===== src/rtl/rename_ckpt.sv =====
// rename_ckpt: single-wide rename stage with circular free list and
// branch checkpoints restored in one cycle on mispredict.
//
// Ports:
//   clk, reset_n                  clock, async active-low reset
//   in_valid/in_ready             decode side handshake
//   in_rs1/in_rs2/in_rd/in_wr_rd  architectural operands
//   in_is_br, in_payload          branch flag, opaque passthrough
//   free_valid/free_preg          ROB commit frees a physical reg
//   br_valid/br_mispredict/br_tag branch resolution
//   out_valid/out_ready           dispatch side handshake
//   out_ps1/out_ps2/out_pd_new/out_pd_old/out_rob_tag/out_br_tag/
//   out_is_br/out_payload         renamed entry (registered)
module rename_ckpt #(
  parameter int ARCH_REGS   = 32,
  parameter int PREGS       = 128,
  parameter int ROB_DEPTH   = 16,
  parameter int CHECKPOINTS = 4,
  parameter int PAYLOAD_W   = 64
) (
  input  logic                           clk,
  input  logic                           reset_n,
  input  logic                           in_valid,
  output logic                           in_ready,
  input  logic [$clog2(ARCH_REGS)-1:0]   in_rs1,
  input  logic [$clog2(ARCH_REGS)-1:0]   in_rs2,
  input  logic [$clog2(ARCH_REGS)-1:0]   in_rd,
  input  logic                           in_wr_rd,
  input  logic                           in_is_br,
  input  logic [PAYLOAD_W-1:0]           in_payload,
  input  logic                           free_valid,
  input  logic [$clog2(PREGS)-1:0]       free_preg,
  input  logic                           br_valid,
  input  logic                           br_mispredict,
  input  logic [$clog2(CHECKPOINTS)-1:0] br_tag,
  output logic                           out_valid,
  input  logic                           out_ready,
  output logic [$clog2(PREGS)-1:0]       out_ps1,
  output logic [$clog2(PREGS)-1:0]       out_ps2,
  output logic [$clog2(PREGS)-1:0]       out_pd_new,
  output logic [$clog2(PREGS)-1:0]       out_pd_old,
  output logic [$clog2(ROB_DEPTH)-1:0]   out_rob_tag,
  output logic [$clog2(CHECKPOINTS)-1:0] out_br_tag,
  output logic                           out_is_br,
  output logic [PAYLOAD_W-1:0]           out_payload
);

  localparam int PW       = $clog2(PREGS);
  localparam int FL_DEPTH = PREGS - ARCH_REGS;
  localparam int FW       = $clog2(FL_DEPTH);
  localparam int CW       = $clog2(FL_DEPTH + 1);
  localparam int RW       = $clog2(ROB_DEPTH);
  localparam int KW       = $clog2(CHECKPOINTS);
  localparam int KCW      = $clog2(CHECKPOINTS + 1);

  typedef logic [PW-1:0] preg_t;
  typedef preg_t [ARCH_REGS-1:0] map_t;

  typedef struct packed {
    preg_t                ps1;
    preg_t                ps2;
    preg_t                pd_new;
    preg_t                pd_old;
    logic [RW-1:0]        rob;
    logic [KW-1:0]        br_tag;
    logic                 is_br;
    logic [PAYLOAD_W-1:0] payload;
  } out_t;

  map_t            map_q, map_d, map_upd;
  preg_t           fl_q [FL_DEPTH];
  logic [FW-1:0]   fl_head_q, fl_head_d, fl_head_acc;
  logic [FW-1:0]   fl_tail_q, fl_tail_d;
  logic [CW-1:0]   fl_count_q, fl_count_d, fl_count_upd;
  logic [RW-1:0]   rob_q, rob_d;

  map_t            ck_map_q     [CHECKPOINTS];
  logic [FW-1:0]   ck_fl_head_q [CHECKPOINTS];
  logic [RW-1:0]   ck_rob_q     [CHECKPOINTS];
  logic [CW-1:0]   ck_cnt_q     [CHECKPOINTS];
  logic [CW-1:0]   ck_frees_q   [CHECKPOINTS];
  logic [CHECKPOINTS-1:0] ck_valid_q, ck_done_q, ck_kill;
  logic [KW-1:0]   ck_head_q, ck_head_d;
  logic [KW-1:0]   ck_tail_q, ck_tail_d;
  logic [KCW-1:0]  ck_count_q, ck_count_d, ck_live;

  out_t            out_q, out_d;
  logic            out_valid_q, out_valid_d;

  logic            alloc, misp_req, misp, corr;
  logic            acc, do_alloc, do_ck, free_acc;
  logic            retire, retire_eff;
  preg_t           pd_new;

  function automatic logic [FW-1:0] fl_inc(input logic [FW-1:0] p);
    return (p == FW'(FL_DEPTH - 1)) ? '0 : p + 1'b1;
  endfunction

  function automatic logic [KW-1:0] ck_inc(input logic [KW-1:0] p);
    return (p == KW'(CHECKPOINTS - 1)) ? '0 : p + 1'b1;
  endfunction

  // Ring distance from slot a forward to slot b.
  function automatic logic [KW-1:0] ck_dist(input logic [KW-1:0] a,
                                            input logic [KW-1:0] b);
    return KW'((int'(b) + CHECKPOINTS - int'(a)) % CHECKPOINTS);
  endfunction

  always_comb begin
    alloc    = in_wr_rd && (in_rd != '0);
    misp_req = br_valid && br_mispredict;
    misp     = misp_req && ck_valid_q[br_tag];
    corr     = br_valid && !br_mispredict && ck_valid_q[br_tag];
    free_acc = free_valid && (free_preg != '0);

    in_ready = (out_ready || !out_valid_q)
            && !(alloc && (fl_count_q == '0))
            && !(in_is_br && (ck_count_q == KCW'(CHECKPOINTS)))
            && !misp_req;

    acc      = in_valid && in_ready;
    do_alloc = acc && alloc;
    do_ck    = acc && in_is_br;
    pd_new   = fl_q[fl_head_q];

    map_upd = map_q;
    if (do_alloc) map_upd[in_rd] = pd_new;

    fl_head_acc  = do_alloc ? fl_inc(fl_head_q) : fl_head_q;
    fl_count_upd = fl_count_q + CW'(free_acc) - CW'(do_alloc);

    // Slots from br_tag up to the tail are younger than the mispredict.
    ck_live = ck_count_q - KCW'(ck_dist(ck_head_q, br_tag));
    for (int i = 0; i < CHECKPOINTS; i++) begin
      ck_kill[i] = KCW'(ck_dist(br_tag, KW'(i))) < ck_live;
    end

    retire     = ck_valid_q[ck_head_q] && ck_done_q[ck_head_q];
    retire_eff = retire && !(misp && ck_kill[ck_head_q]);

    ck_head_d = retire_eff ? ck_inc(ck_head_q) : ck_head_q;
    if (misp) begin
      ck_tail_d  = br_tag;
      ck_count_d = KCW'(ck_dist(ck_head_q, br_tag)) - KCW'(retire_eff);
    end else begin
      ck_tail_d  = do_ck ? ck_inc(ck_tail_q) : ck_tail_q;
      ck_count_d = ck_count_q + KCW'(do_ck) - KCW'(retire_eff);
    end

    fl_tail_d = free_acc ? fl_inc(fl_tail_q) : fl_tail_q;
    if (misp) begin
      map_d      = ck_map_q[br_tag];
      fl_head_d  = ck_fl_head_q[br_tag];
      fl_count_d = ck_cnt_q[br_tag] + ck_frees_q[br_tag]
                 + CW'(free_acc);
      rob_d      = ck_rob_q[br_tag];
    end else begin
      map_d      = map_upd;
      fl_head_d  = fl_head_acc;
      fl_count_d = fl_count_upd;
      rob_d      = acc ? rob_q + 1'b1 : rob_q;
    end

    out_d       = out_q;
    out_valid_d = out_valid_q;
    if (misp) begin
      out_valid_d = 1'b0;
    end else if (acc) begin
      out_valid_d    = 1'b1;
      out_d.ps1      = map_q[in_rs1];
      out_d.ps2      = map_q[in_rs2];
      out_d.pd_new   = do_alloc ? pd_new : '0;
      out_d.pd_old   = alloc ? map_q[in_rd] : '0;
      out_d.rob      = rob_q;
      out_d.br_tag   = in_is_br ? ck_tail_q : '0;
      out_d.is_br    = in_is_br;
      out_d.payload  = in_payload;
    end else if (out_ready) begin
      out_valid_d = 1'b0;
    end
  end

  always_ff @(posedge clk or negedge reset_n) begin
    if (!reset_n) begin
      for (int i = 0; i < ARCH_REGS; i++) map_q[i] <= PW'(i);
      for (int i = 0; i < FL_DEPTH; i++) fl_q[i] <= PW'(ARCH_REGS + i);
      fl_head_q   <= '0;
      fl_tail_q   <= '0;
      fl_count_q  <= CW'(FL_DEPTH);
      rob_q       <= '0;
      for (int i = 0; i < CHECKPOINTS; i++) begin
        ck_map_q[i]     <= '0;
        ck_fl_head_q[i] <= '0;
        ck_rob_q[i]     <= '0;
        ck_cnt_q[i]     <= '0;
        ck_frees_q[i]   <= '0;
      end
      ck_valid_q  <= '0;
      ck_done_q   <= '0;
      ck_head_q   <= '0;
      ck_tail_q   <= '0;
      ck_count_q  <= '0;
      out_q       <= '0;
      out_valid_q <= 1'b0;
    end else begin
      map_q       <= map_d;
      fl_head_q   <= fl_head_d;
      fl_tail_q   <= fl_tail_d;
      fl_count_q  <= fl_count_d;
      rob_q       <= rob_d;
      ck_head_q   <= ck_head_d;
      ck_tail_q   <= ck_tail_d;
      ck_count_q  <= ck_count_d;
      out_q       <= out_d;
      out_valid_q <= out_valid_d;
      if (free_acc) fl_q[fl_tail_q] <= free_preg;
      for (int i = 0; i < CHECKPOINTS; i++) begin
        if (free_acc && ck_valid_q[i]) begin
          ck_frees_q[i] <= ck_frees_q[i] + 1'b1;
        end
        if (corr && (br_tag == KW'(i))) ck_done_q[i] <= 1'b1;
        if (retire_eff && (ck_head_q == KW'(i))) begin
          ck_valid_q[i] <= 1'b0;
          ck_done_q[i]  <= 1'b0;
        end
        if (misp && ck_kill[i]) begin
          ck_valid_q[i] <= 1'b0;
          ck_done_q[i]  <= 1'b0;
        end
        if (do_ck && (ck_tail_q == KW'(i))) begin
          ck_valid_q[i]   <= 1'b1;
          ck_done_q[i]    <= 1'b0;
          ck_map_q[i]     <= map_upd;
          ck_fl_head_q[i] <= fl_head_acc;
          ck_rob_q[i]     <= rob_q + 1'b1;
          ck_cnt_q[i]     <= fl_count_upd;
          ck_frees_q[i]   <= '0;
        end
      end
    end
  end

  assign out_valid   = out_valid_q;
  assign out_ps1     = out_q.ps1;
  assign out_ps2     = out_q.ps2;
  assign out_pd_new  = out_q.pd_new;
  assign out_pd_old  = out_q.pd_old;
  assign out_rob_tag = out_q.rob;
  assign out_br_tag  = out_q.br_tag;
  assign out_is_br   = out_q.is_br;
  assign out_payload = out_q.payload;

endmodule


===== config.mk =====
export PLATFORM = sky130hd
export DESIGN_NAME = rename_ckpt
export DESIGN_NICKNAME = d
export VERILOG_FILES = /design/src/rtl/rename_ckpt.sv
export SDC_FILE = /design/constraint.sdc
export NUM_CORES = 2
export LEC_CHECK = 0
export BUFFER_PORTS_ARGS = -buffer_cell sky130_fd_sc_hd__buf_4
export CORE_MARGIN = 4
export CORE_UTILIZATION = 40
export CTS_BUF_LIST = sky130_fd_sc_hd__clkbuf_16
export DETAILED_ROUTE_END_ITERATION = 8
export GPL_TIMING_DRIVEN = 0
export PLACE_DENSITY_LB_ADDON = 0.05
export SLEW_MARGIN = 5
export SYNTH_ARGS = -nofsm -noshare
export SYNTH_HDL_FRONTEND = slang
export SYNTH_SLANG_ARGS = --single-unit
export TNS_END_PERCENT = 30

===== constraint.sdc =====
create_clock -name clk -period 5.65 [get_ports clk]
set_input_delay 0.565 -clock clk [delete_from_list [all_inputs] [get_ports clk]]
set_output_delay 0.565 -clock clk [all_outputs]
set_load 0.02 [all_outputs]

Word-level counts from Yosys, hierarchy flattened
Index checks and enable logic that the tools add are counted.
{"block": "word_totals", "output_inout_bits": 101, "input_bits": 97, "word_cells": 511, "ff_bits": 2032}
{"block": "op_classes", "n_reduce_logical": 68, "add_sub_neg": 23, "n_lt_le_gt_ge": 14, "eq_ne": 12, "muxes": 94, "bitwise": 4}
{"op": "224-bit two-way mux", "n": 4}
{"op": "672-bit bitwise mux", "n": 1}
{"op": "224-bit binary-select mux with 2-bit select", "n": 1}
{"op": "224-bit bitwise mux", "n": 1}
{"op": "7-bit two-way mux", "n": 28}
{"op": "7-bit binary-select mux with 5-bit select", "n": 3}
{"op": "7-bit binary-select mux with 7-bit select", "n": 1}
{"op": "7-bit demux with 7-bit select", "n": 1}
{"op": "7-bit by 1-bit adder with 7-bit output, second input constant", "n": 6}
{"op": "7-bit binary-select mux with 2-bit select", "n": 3}
{"op": "1-bit logical AND", "n": 39}
{"op": "7-bit demux with 5-bit select", "n": 1}
{"op": "1-bit two-way mux", "n": 35}
{"op": "5-bit by 6-bit < comparator with 1-bit output, second input constant", "n": 3}
{"op": "8-bit greater-or-equal comparator, second input constant", "n": 2}
{"op": "4-bit two-way mux", "n": 4}
{"op": "7-bit NOT with 8-bit output", "n": 2}
{"op": "4-bit nonzero test", "n": 4}
{"op": "3-bit nonzero test", "n": 5}
{"op": "7-bit by 1-bit adder with 7-bit output", "n": 2}
{"op": "7-bit equality test, second input constant", "n": 2}
{"op": "2-bit equality test, second input constant", "n": 6}
{"op": "2-bit by 3-bit < comparator with 1-bit output", "n": 4}
{"op": "2-bit nonzero test", "n": 6}
{"op": "other kinds (30)", "n": 51}

Longest topological paths before layout
{"block": "depth", "word_depth": 13, "mapped_depth": 19}

Least setup slack after synthesis
OpenSTA, ideal clock, no wires.
{"block": "synth_timing", "kind": "input -> register", "from": "input port br_tag[1]", "to": "register ck_count_q[2]", "t_required_ns": 5.514, "path_slack_ns": 0.705, "setup_time_ns": 0.136, "path_stages": 19, "t_arrival_ns": 4.808, "path_cell_list": "buf_2 clkbuf_1 clkbuf_1 xnor2_1 xnor2_1 fa_1 ha_1 inv_1 a21oi_1 nor2_1 mux4_2 o221a_2 clkbuf_1 ha_1 inv_1 ha_1 fa_1 xnor2_1 o21ai_0"}
{"block": "synth_via", "elab_chain_cells": 11, "elab_cells_between_ends": 22, "cone_classes": "add/sub (9); order compare (4); mux (5); reduce/logical (4)"}
{"item": "start, declared", "line": "35", "source": "input logic [$clog2(CHECKPOINTS)-1:0] br_tag,"}
{"item": "2-bit by 1-bit adder with 2-bit output", "line": "106", "source": "return KW'((int'(b) + CHECKPOINTS - int'(a)) % CHECKPOINTS);"}
{"item": "2-bit subtractor", "line": "106"}
{"item": "3-bit by 2-bit subtractor with 3-bit output", "line": "133", "source": "ck_live = ck_count_q - KCW'(ck_dist(ck_head_q, br_tag));"}
{"item": "2-bit by 3-bit < comparator with 1-bit output", "line": "135", "source": "ck_kill[i] = KCW'(ck_dist(br_tag, KW'(i))) < ck_live;"}
{"item": "1-bit binary-select mux with 2-bit select", "line": "139", "source": "retire_eff = retire && !(misp && ck_kill[ck_head_q]);"}
{"item": "1-bit two-way mux (implied by the code)", "line": "139"}
{"item": "1-bit logical AND *", "line": "139"}
{"item": "1-bit zero test *", "line": "139"}
{"item": "1-bit logical AND *", "line": "139"}
{"item": "via retire_eff", "line": "92", "source": "logic retire, retire_eff;"}
{"item": "3-bit by 1-bit subtractor with 3-bit output / 2-bit by 1-bit subtractor with 3-bit output (equally long branches)", "line": "147, 144"}
{"item": "3-bit two-way mux *", "line": "142", "source": "if (misp) begin"}
{"item": "via ck_count_d[2]", "line": "85", "source": "logic [KCW-1:0] ck_count_q, ck_count_d, ck_live;"}
{"item": "end signal, assigned", "line": "213", "source": "ck_count_q <= ck_count_d;"}
{"item": "end, declared", "line": "85"}
Mark *: on every way through the listed nets, which the timed path passes. The rest lies on a longest branch. The select of a mux whose other input is x is not followed.
A chain may end at the register's enable or synchronous reset.

==> impl_results.md <==
- Status: finished, violations left
- Failing checks: max-capacitance violations, max-slew violations, negative setup slack
- Top cell type's share of synthesized area: about 40%
- R2r endpoint: map_q[80]
- Setup CP Type: reg -> reg
- CTS tree: done
- VDD IR-drop max: 1.27 mV
- Die W: just over 500 um
- Worst Path Arrival: 6.49 ns
- Placer congestion estimate: approximately 1.0
- DRC: 0
- Hold Path Origin: in_is_br
- Tcrit/Tclk final: 101%
- Cells after Synth: 8,229
- Hold Crit Depth: 3
- Post-synth EDFFs: 0
- DRT Pass-1 Iters: 7
- Maximum capacitance violations: 17
- Req. time, crit path: between 6 and 7 ns
- Main synth FF type: dfrtp_1
- Setup_tns: -0.436 ns
- Comb power frac: ~48%
- Ys Warns: 0
- Fin worst setup slack: -0.0791 ns
- Num CTS Buffers: around 230
- Met2 WL: around 210 mm
- Largest buffer count on any clock path: 3
- CP max-delay cell: a2111oi_4
- Post-route ant nets: 0
- Clk sink count: slightly above 2,000
- Nets@finish: approximately 9,000
- Grt ovf: 0
- Drt initial violations: around 12,000
- CP Capture Type: flip-flop
- Library cells used by synthesis: between 70 and 80
- Initial Util: between 40% and 50%
- Total GRT Usage: between 40% and 50%
- P_int: 38.9 mW
- DP HPWL: just under 400 mm
- Worst stage delay on the critical path: a little over 0.7 ns
- Layout cells sized above 1: between 30% and 40%
- Final hold violations: 0
- Synthesis-stage register bit count: around 2,000
- Switching share of total power: 50.2%
- Worst-margin pin slew: ~1.6 ns
- Synthesized area: ~0.10 mm^2
- Fin. max-slew vios: 173
- Psw: between 30 and 40 mW
- Wire length on met3: between 70 and 80 mm
- Post-route core utilization: between 40% and 50%
- CP cell instances: buf_2 > buf_4 > buf_4 > buf_2 > nand2_2 > o22ai_1 > nor3_1 > a2111oi_4 > clkbuf_2 > buf_2 > a21oi_1
- Crit path max fanout: 10
- Fraction of registers with async set/reset: 100%
- Setup Viol. Count Final: 22
- Flop2flop setup slack: -0.08 ns
- Area growth, synth to finish: 14.7%
- Worst hold slack: a little over 0.08 ns
- Ports: around 200
- IO buf count: roughly 190
- Clock Latency Late Sink: 0.91 ns
- Final worst clock skew: roughly 0.046 ns
- Vias after detailed routing: between 80,000 and 90,000
- Core Rows: approximately 180
- Hold-critical path endpoint: out_br_tag[0]
- Average wire per standard cell: between 40 and 50 um
- Min Tclk post-route: ~5.7 ns
- Syn avg cell area: 12.2 um^2
- Register area share after synthesis: roughly 50%
- Hold Path Class: in -> reg
- First-pass GRT wire length: just over 700 mm
- Core Box Area: 0.249 mm^2
- Largest net degree at the start of global routing: about 170
- Synth area leaders: dfrtp_1 39%, mux4_2 13%, dfstp_2 12%
- PwrDens: 676 mW/mm^2
- Leakage power: 48.0 nW
- FF-to-FF path depth: 11
- Reg power frac: ~33%
- Fillers: around 23,000
- Cell repeated most along the worst path: buf_2
- Placed inst area: 0.107 mm^2
- Fmax: about 170 MHz
- Slew Limit Headroom: -7.93%
- Reg clk slew, reported paths: roughly 0.060 ns
- Post-route met1 wirelength: roughly 220 mm
- Initial antenna violation count: between 80 and 90
- Vias in the first global route: around 80,000
- Clk network pwr share: between 10% and 20%
- Final instance area: 0.115 mm^2
- H-tree Lvls: 4
- CP startpoint kind: flip-flop
- Syn nets: 8,375
- Chip height: between 500 and 600 um
- Worst R2R Start: fl_head_q[2]
- Yosys top cell by area: dfrtp_1
- Clk root buf: clkbuf_16
- Drt total wl: roughly 550 mm
- DR vias/cell: around 6.8
- Max Used Layer: met5
- RSZ-0062 raised after global routing: no
- Die area: approximately 0.26 mm^2
layout make-up:
class / count / area [um^2] / area share [%]
Tap cell: 3330 / 4170 / 3.61
Clock inverter: 202 / 1560 / 1.35
Inverter: 36 / 135 / 0.117
Antenna cell: 77 / 193 / 0.167
Clock buffer: 230 / 5760 / 4.99
Buffer: 699 / 3090 / 2.67
Sequential cell: 2032 / 51400 / 44.5
Multi-Input combinational cell: 5462 / 46200 / 40.0
Timing Repair Buffer: 296 / 2890 / 2.51
power by group through the flow:
stage                     Combinational (mW)  Clock, mW  Sequential [mW]
final                                   37.2       15.0             25.9
after global routing                    36.8       15.7             26.1
after CTS                               34.9       15.1             25.4
after detailed placement                34.7          0             25.6
after global placement                  34.0          0             25.5
after floorplan                         16.0          0             23.2
synth_stat cells (all sizes together), types with 136 or more instances:
master  instances
a21oi        1088
mux2          754
nor2          701
clkbuf        416
or3           136
buf           283
mux2i         520
nand2         460
o21ai         316
a221oi        180
mux4          591
dfstp         450
dfrtp        1582
state kept, by name, indices dropped and copies added, names as in the netlist, 7 cells and up:
name          count
fl_head_q         7
ck_cnt_q         28
out_ps1           7
out_pd_new        7
ck_frees_q       28
ck_fl_head_q     28
fl_tail_q         7
ck_rob_q         16
fl_q            672
out_payload      64
fl_count_q        7
map_q           224
out_pd_old        7
out_ps2           7
ck_map_q        896
cell families (layout without fill, tap and decap cells):
kind of cell,count (synthesis),count (layout),share of synthesized area (%)
adder cells (fa/ha/maj),49,49,0.647
buffers and inverters,735,1463,3.09
multiplexers,1865,1865,26.9
XOR/XNOR,50,50,0.435
flip-flops,2032,2032,51.1
AND/OR/NAND/NOR,1615,1615,7.13
AO/OA/AOI/OAI,1883,1883,10.7
other,0,77,0
worst max path at each step:
stage	start	endpoint	slack (ns)	depth (start not counted)
after CTS	fl_head_q[1]	ck_map_q[866]	0.02	11
after global placement	reset_n	ck_map_q[269]	-22.44	1
after global routing	fl_head_q[2]	map_q[80]	0.01	11
final	fl_head_q[2]	map_q[80]	-0.08	11
after detailed placement	fl_head_q[2]	ck_map_q[836]	-1.01	11
after floorplan	br_tag[1]	ck_count_q[2]	0.71	19
timing repair:
item / CTS / global route
endpoints found under the hold margin: 149 / 0
buffers inserted: 0 / 0
resized for setup: 16 / 6
hold buffers: 66 / 0
gates cloned: 0 / 0
endpoints found under the setup margin: 310 / 19
pin swaps: 0 / 0
cells in the final DEF, fill, tap and decap left out, types with 18 or more instances in the layout:
cell,Yosys,routed
mux2_2,754,754
xor2_1,23,23
or3_1,136,136
clkbuf_1,416,362
buf_16,0,21
buf_1,69,51
buf_2,189,192
a221oi_1,180,180
nand2_1,460,459
dlygate4sd3_1,0,66
nand2b_1,83,83
buf_4,21,228
xnor2_1,27,27
clkinv_2,0,44
ha_1,44,44
diode_2,0,77
a21oi_1,1088,1088
clkbuf_2,0,59
dfstp_2,450,450
nor2_1,701,689
dfrtp_1,1582,1582
a22oi_1,56,56
or2_2,24,24
mux4_2,591,591
clkbuf_16,0,230
o21ai_0,313,313
mux2i_1,518,516
nor3_1,36,36
o31ai_1,34,34
clkinv_1,1,63
bufinv_16,0,19
o221ai_1,20,18
and3_1,33,33
inv_1,34,91
nand3_1,52,52
o22ai_1,116,116
and2_1,20,20
per-stage QoR:
stage	power, mW	setup WS [ns]	std cells
after global placement	59.5	-22.44	11700
after global routing	78.6	0.0122	12300
after detailed placement	60.2	-1.01	11800
after CTS	75.3	0.0245	12300
final	78.1	-0.0791	12400
after floorplan	39.3	0.705	8229
worst max-delay path, delay by kind of cell (launching register included):
| family | cells | cell delay, ns |
|---|---|---|
| DFF | 1 | 0.34 |
| and+or+nand+nor | 2 | 0.70 |
| buffers and inverters | 6 | 3.09 |
| AOI/OAI and AO/OA | 3 | 1.35 |
layer usage:
metal  global-route usage, %  vias to the layer above
met4                    22.8                       56
li1                        -                    31700
met5                    1.66                        -
met2                    54.2                     6381
met1                    56.2                    44800
met3                    18.9                     1466
No activity file was read; power rests on OpenSTA's default activity.
